$ cat config.mk
export PLATFORM = sky130hd
export DESIGN_NAME = div_ctrl
export DESIGN_NICKNAME = d
export VERILOG_FILES = /design/src/rtl/div_ctrl.sv
export SDC_FILE = /design/constraint.sdc
export NUM_CORES = 1
export LEC_CHECK = 0
export CORE_AREA = 2 2 105 127
export CTS_CLUSTER_DIAMETER = 30
export DETAILED_ROUTE_END_ITERATION = 8
export DIE_AREA = 0 0 107 129
export GPL_ROUTABILITY_DRIVEN = 0
export PLACE_DENSITY = 0.9
export SYNTH_ARGS = -nofsm -noshare
export SYNTH_HDL_FRONTEND = slang
export SYNTH_SLANG_ARGS = --single-unit
$ cat constraint.sdc
create_clock -name clk -period 3.55 [get_ports clk]
set_clock_uncertainty 0.1 [all_clocks]
set_input_delay 0.71 -clock clk [delete_from_list [all_inputs] [get_ports clk]]
set_output_delay 0.71 -clock clk [all_outputs]
set_load 0.02 [all_outputs]
$ cat src/rtl/div_ctrl.sv
`default_nettype none
//------------------------------------------------------------------------------
// Module   : div_ctrl
// Purpose  : Sequencer for an iterative 32-bit divider: latches operands,
//            clears the datapath, counts ITER iterations and captures HI/LO.
// Options  : DIV_ZERO_FASTPATH_EN - a zero divisor completes immediately.
// Revision : 1.0 - initial release
//------------------------------------------------------------------------------
module div_ctrl #(
  parameter int ITER  = 33,
  parameter int CNT_W = 6
) (
  input  logic        clk,
  input  logic        reset,
  input  logic        start,
  input  logic        abort,
  input  logic [31:0] dividend_in,
  input  logic [31:0] divisor_in,
  input  logic [31:0] dp_hi,
  input  logic [31:0] dp_lo,
  input  logic        dp_exc,
  output logic [31:0] op_a,
  output logic [31:0] op_b,
  output logic        dp_reset,
  output logic        busy,
  output logic        done,
  output logic        div0,
  output logic [31:0] hi_out,
  output logic [31:0] lo_out
);

  typedef enum logic [1:0] {
    S_IDLE = 2'd0,
    S_CLR  = 2'd1,
    S_RUN  = 2'd2,
    S_DONE = 2'd3
  } state_t;

  localparam logic [CNT_W-1:0] C_LAST = CNT_W'(ITER - 1);
  localparam logic [CNT_W-1:0] C_ONE  = CNT_W'(1);

  state_t           r_state;
  state_t           w_next;
  logic [CNT_W-1:0] r_cnt;
  logic [31:0]      r_op_a;
  logic [31:0]      r_op_b;
  logic [31:0]      r_hi;
  logic [31:0]      r_lo;
  logic             r_div0_pend;
  logic             w_accept;
  logic             w_last;
  logic             w_zero_fast;

  always_ff @(posedge clk or negedge reset) begin
    if (!reset) r_state <= S_IDLE;
    else        r_state <= w_next;
  end

  always_comb begin
    w_next      = r_state;
    w_accept    = 1'b0;
    w_last      = 1'b0;
    w_zero_fast = 1'b0;
    busy        = 1'b0;
    done        = 1'b0;
    div0        = 1'b0;
    // Datapath is held cleared for the whole time reset is asserted.
    dp_reset    = !reset;
    case (r_state)
      S_IDLE: begin
        if (start) begin
          w_accept = 1'b1;
`ifdef DIV_ZERO_FASTPATH_EN
          w_zero_fast = (divisor_in == 32'd0);
`else
          w_zero_fast = 1'b0;
`endif
          w_next = w_zero_fast ? S_DONE : S_CLR;
        end
      end
      S_CLR: begin
        busy     = 1'b1;
        dp_reset = 1'b1;
        w_next   = abort ? S_IDLE : S_RUN;
      end
      S_RUN: begin
        busy = 1'b1;
        // abort wins over the final iteration, so no capture happens.
        if (abort) begin
          w_next = S_IDLE;
        end else if (r_cnt == C_LAST) begin
          w_last = 1'b1;
          w_next = S_DONE;
        end
      end
      S_DONE: begin
        done   = 1'b1;
        div0   = r_div0_pend;
        w_next = S_IDLE;
      end
      default: w_next = S_IDLE;
    endcase
  end

  always_ff @(posedge clk or negedge reset) begin
    if (!reset) begin
      r_cnt       <= '0;
      r_op_a      <= '0;
      r_op_b      <= '0;
      r_hi        <= '0;
      r_lo        <= '0;
      r_div0_pend <= 1'b0;
    end else begin
      if (w_accept) begin
        r_op_a      <= dividend_in;
        r_op_b      <= divisor_in;
        r_div0_pend <= w_zero_fast;
      end
      if (r_state == S_CLR)      r_cnt <= '0;
      else if (r_state == S_RUN) r_cnt <= r_cnt + C_ONE;
      // A divide-by-zero leaves the architectural HI/LO untouched.
      if (w_last) begin
        r_div0_pend <= dp_exc;
        if (!dp_exc) begin
          r_hi <= dp_hi;
          r_lo <= dp_lo;
        end
      end
    end
  end

  assign op_a   = r_op_a;
  assign op_b   = r_op_b;
  assign hi_out = r_hi;
  assign lo_out = r_lo;

endmodule
`default_nettype wire

Word level (Yosys, flattened, before mapping)
Index checks and enable logic that the tools add are counted.
{"block": "op_classes", "add_sub_neg": 1, "eq_ne": 6, "mux": 18, "bitwise_logic": 1, "n_reduce_logical": 7}
{"op": "$mux W6", "n": 2}
{"op": "$mux W1", "n": 11}
{"op": "$mux W2", "n": 4}
{"op": "$pmux W2 S4", "n": 1}
{"op": "$add A6 B1 Y6 const B", "n": 1}
{"op": "$eq A6 B6 Y1 const B", "n": 1}
{"op": "$eq A2 B2 Y1 const B", "n": 2}
{"op": "$reduce_and A2 Y1", "n": 2}
{"op": "$reduce_bool A2 Y1", "n": 2}
{"op": "$ne A3 B3 Y1 const B", "n": 1}
{"op": "$eq A2 B1 Y1 const B", "n": 1}
{"op": "$logic_not A2 Y1", "n": 1}
{"op": "$ne A2 B2 Y1 const B", "n": 1}
{"op": "$reduce_or A2 Y1", "n": 1}
{"op": "$logic_not A1 Y1", "n": 1}
{"op": "$not A1 Y1", "n": 1}
{"block": "totals", "ff_bits": 137, "inputBits": 133, "out_inout_bits": 132, "elab_cells": 40}

Longest topological paths before layout
{"block": "depth", "word_depth": 5, "ltp_mapped": 7, "ltp_nobuf": 6}

Worst setup path after synthesis
No wires, ideal clock.
{"block": "synth_path", "path_type": "input -> register", "from": "input abort", "to": "register r_hi[21], in the netlist hi_out[21]", "setup_time_ns": 0.125, "arrival_time_ns": 1.827, "required_time_ns": 3.325, "setup_slack_ns": 1.498, "stages": 5, "n_path_buf": 1, "path_cell_list": "inv_1 nand2_1 nor3_4 buf_6 mux2_2"}
{"block": "synth_via", "elab_chain_cells": 3}
{"element": "from (decl)", "line": "16", "source": "input logic abort,"}
{"element": "$mux W1", "line": "89", "source": "if (abort) begin"}
{"element": "$mux W1", "line": "69", "source": "case (r_state)"}
{"element": "$reduce_and A2 Y1 (no source line)"}
{"element": "to (signal assigned)", "line": "125", "source": "r_hi <= dp_hi;"}
{"element": "to (decl)", "line": "47", "source": "logic [31:0] r_hi;"}
Every way passes these cells.
A chain may end at the register's enable or synchronous reset.

Final worst setup path
{"block": "layout_path", "from": "register r_state[0]", "to": "output busy"}
{"block": "layout_via", "elab_chain_cells": 3, "word_cells_on_any_way": 4, "classes_between": "eq/ne (2); mux (1); reduce/logical (1)"}
{"element": "from (decl)", "line": "42", "source": "state_t r_state;"}
{"element": "from (signal assigned)", "line": "56", "source": "else r_state <= w_next;"}
{"element": "$eq A2 B1 Y1 / $eq A2 B2 Y1 (equally long branches)", "line": "69"}
{"element": "$reduce_or A2 Y1 (no source line) *"}
{"element": "$mux W1 *", "line": "69"}
{"element": "to (decl)", "line": "25", "source": "output logic busy,"}
Every way passes the cells marked *; elsewhere a longest branch is shown, timed or not.

==> results by group <==
Clock network
  • Hold_buf cts: 0
  • CTS Sinks: between 100 and 150
  • Total CTS buffers: 17
  • CTS tree: yes
  • Clock Latency Late Sink: a little over 0.4 ns
  • Root buffer cell: clkbuf_16
  • Post-CTS setup repair buffer count: 0
  • CTS resizes: 0
  • Reg clk slew, reported paths: roughly 0.06 ns
  • Clock buffer depth: 2
  • H-tree levels: 4

Synth
  • Ranking of synthesized cells by area: dfrtp_1 (64%), mux2_2 (25%), mux2_1 (1.9%)
  • Synth unique cells: 30
  • Mux cell area share after synthesis: 27.5%
  • Main combinational cell family by area after synthesis: multiplexers
  • Synthesized cell area: 5320 um^2
  • Seq/Total Area, Yosys: 64.5%
  • Syn Inst Count: 329
  • Syn avg cell area: 16.2 um^2
  • Largest area contributor in the netlist: dfrtp_1
  • Top-area cell type share of the netlist area: 64.5%
  • Post-synth EDFFs: 0
  • Async set or reset register ratio after synthesis: 100%
  • Yosys warns: 0
  • Post-synthesis adder-cell area fraction: 1.65%
  • Post-Synth Simple-Gate Area: 2.16%
  • Synth Area in XOR/XNOR: less than 1%
  • #FFs+latches synth: 137
  • Syn_nets: 469
  • Ys flop type: dfrtp_1
  • Compound-gate portion of the synthesized area: about 1.4%

Timing
  • Final setup margin: 0.595 ns
  • Max Clock Freq: 338 MHz
  • Final max-slew violation count: 0
  • Post-route setup TNS: 0 ns
  • Setup violators final: 0
  • RSZ-0062 raised after global routing: false
  • Max-slew headroom: around half
  • Tmin final: between 2 and 3 ns
  • Tightest Pin Transition: 0.755 ns
  • Worst hold slack: 0.0451 ns
  • Fin. Hold Viols: 0
  • Fin crit share: 83.2%

Drt
  • Post-DRT Antenna Nets: 0
  • Initial detailed-routing violation count: around 120
  • Vias per cell: 4.86
  • Detailed Route WL: 13,800 um
  • DRC: 0
  • DR pass1 iterations: 4
  • Detailed-route via count: 3,784
  • Routed wire length per instance: 17.7 um

Critical path
  • Worst Path Class, Setup: register to output pin
  • CP Data Required Time: 2.74 ns
  • Crit path DAT: 2.15 ns
  • Top fanout value on the critical path: 12
  • CP endpoint kind: output pin
  • CP Launch Type: register

Global route
  • Vias in the first global route: 4,252
  • Initial antenna violation count: 0
  • GRT Util Overall: 20.0%
  • Grt ovf: 0
  • Global-route wire length before repair: 21,200 um
  • Largest net degree at the start of global routing: 65

Cells and area
  • Filler instances: between 800 and 900
  • Final nets: approximately 740
  • Fin cells: 778
  • Commonest non-fill, non-tap cells in the layout: clkdlybuf4s50_1 (263), dfrtp_1 (137), mux2_2 (120), clkbuf_16 (17), mux2_1 (9)
  • Area Overhead vs Synth: 63.5%
  • Most common cell after layout, fill and taps aside: clkdlybuf4s50_1
  • Proportion of layout cells with a drive suffix above 1: 25.6%
  • Antenna cells: 0
  • Storage element area: 3430 um^2
  • Area of the multi-input gates: between 1500 and 2000 um^2

Run
  • # Max-Cap Violations: 0

Power and ir drop
  • Max IR drop VDD: 0.534 mV
  • Leakage: 3.84 nW
  • Pwr dens: 720 nW/um^2

Outcome
  • Status: complete, no violations

Die
  • Starting density of the core: between 40% and 50%
  • Die Footprint: 13,800 um^2
  • Chip height: between 100 and 150 um
  • Num ports: 265
  • Core area: 12,600 um^2
  • Die span in x: ~110 um
  • Row count: 45

Placement
  • Dpl hpwl: 10,100 um
  • Placed insts: ~750
  • Pre-CTS setup slack: 0.989 ns
  • PortBufs: 264

Min path
  • Worst min path class: input port to async pin
[power breakdown]
group          total [mW]  internal [mW]  switching, mW  leakage, nW
Sequential           2.21           1.98          0.231         1.77
Clock                1.71           1.08          0.632        0.279
Combinational        2.34           1.25           1.09         1.80
Total                6.26           4.31           1.95         3.84
[critical path: stages, from the launching register on]
cell	delay (ns)
dfrtp_1	0.40
inv_1	0.10
ha_1	0.54
clkdlybuf4s50_1	0.69
[metal layers]
layer	global-route usage [%]	vias up	routed length [um]
met4	7.64	0	330
li1	-	1700	-
met5	0	-	0
met2	36.6	187	7380
met3	7.24	30	1110
met1	21.0	1867	4950
[final cells by class]
| class | instances | share of cell area [%] |
|---|---|---|
| clock buffers | 23 | 5.50 |
| clock inverters | 8 | 1.09 |
| inverters | 8 | 0.345 |
| multi-input cells | 170 | 20.2 |
| flip-flops and latches | 137 | 39.4 |
| well taps | 164 | 2.36 |
| repair buffers | 268 | 31.0 |
[cell usage after synthesis, types with 2 or more instances]
cell and count:
a21oi_1 3, buf_2 5, buf_6 6, clkbuf_1 3, dfrtp_1 137, ha_1 7, inv_1 8, mux2_1 9
mux2_2 120, nand2_1 5, nor2_1 4, o21ai_0 3, o22ai_1 2
[through the flow]
step	power [mW]	utilization [%]	instance area, um^2
3_3_place_gp	4.49	64.7	8120
2_1_floorplan	3.39	-	5320
6_report	6.26	69.2	8690
3_5_place_dp	4.57	64.7	8120
4_1_cts	6.32	69.2	8690
5_1_grt	6.55	69.2	8690
[kinds of logic after synthesis]
group	count (synthesis)
compound gates	12
xor+xnor	2
fa+ha+maj	7
buf+inv	22
flops	137
mux	130
simple gates	19
[worst paths after layout]
path / startpoint / end / slack, ns / depth (start not counted)
max reg2reg: r_state[0] / op_b[8] / 1.42 / 5
min reg2reg: hi_out[16] / hi_out[16] / 0.39 / 1
min: reset / op_a[29] / 0.05 / 1
max: r_state[0] / busy / 0.59 / 3
max in group asynchronous: reset / hi_out[22] / 2.30 / 2
min in group clk: hi_out[16] / hi_out[16] / 0.39 / 1
[flip-flops by register name (all words and copies together) (netlist names)]
name	flops
r_div0_pend	1
hi_out	32
lo_out	32
r_state	2
r_cnt	6
op_b	32
op_a	32
Power figures use the tool's default switching activity.
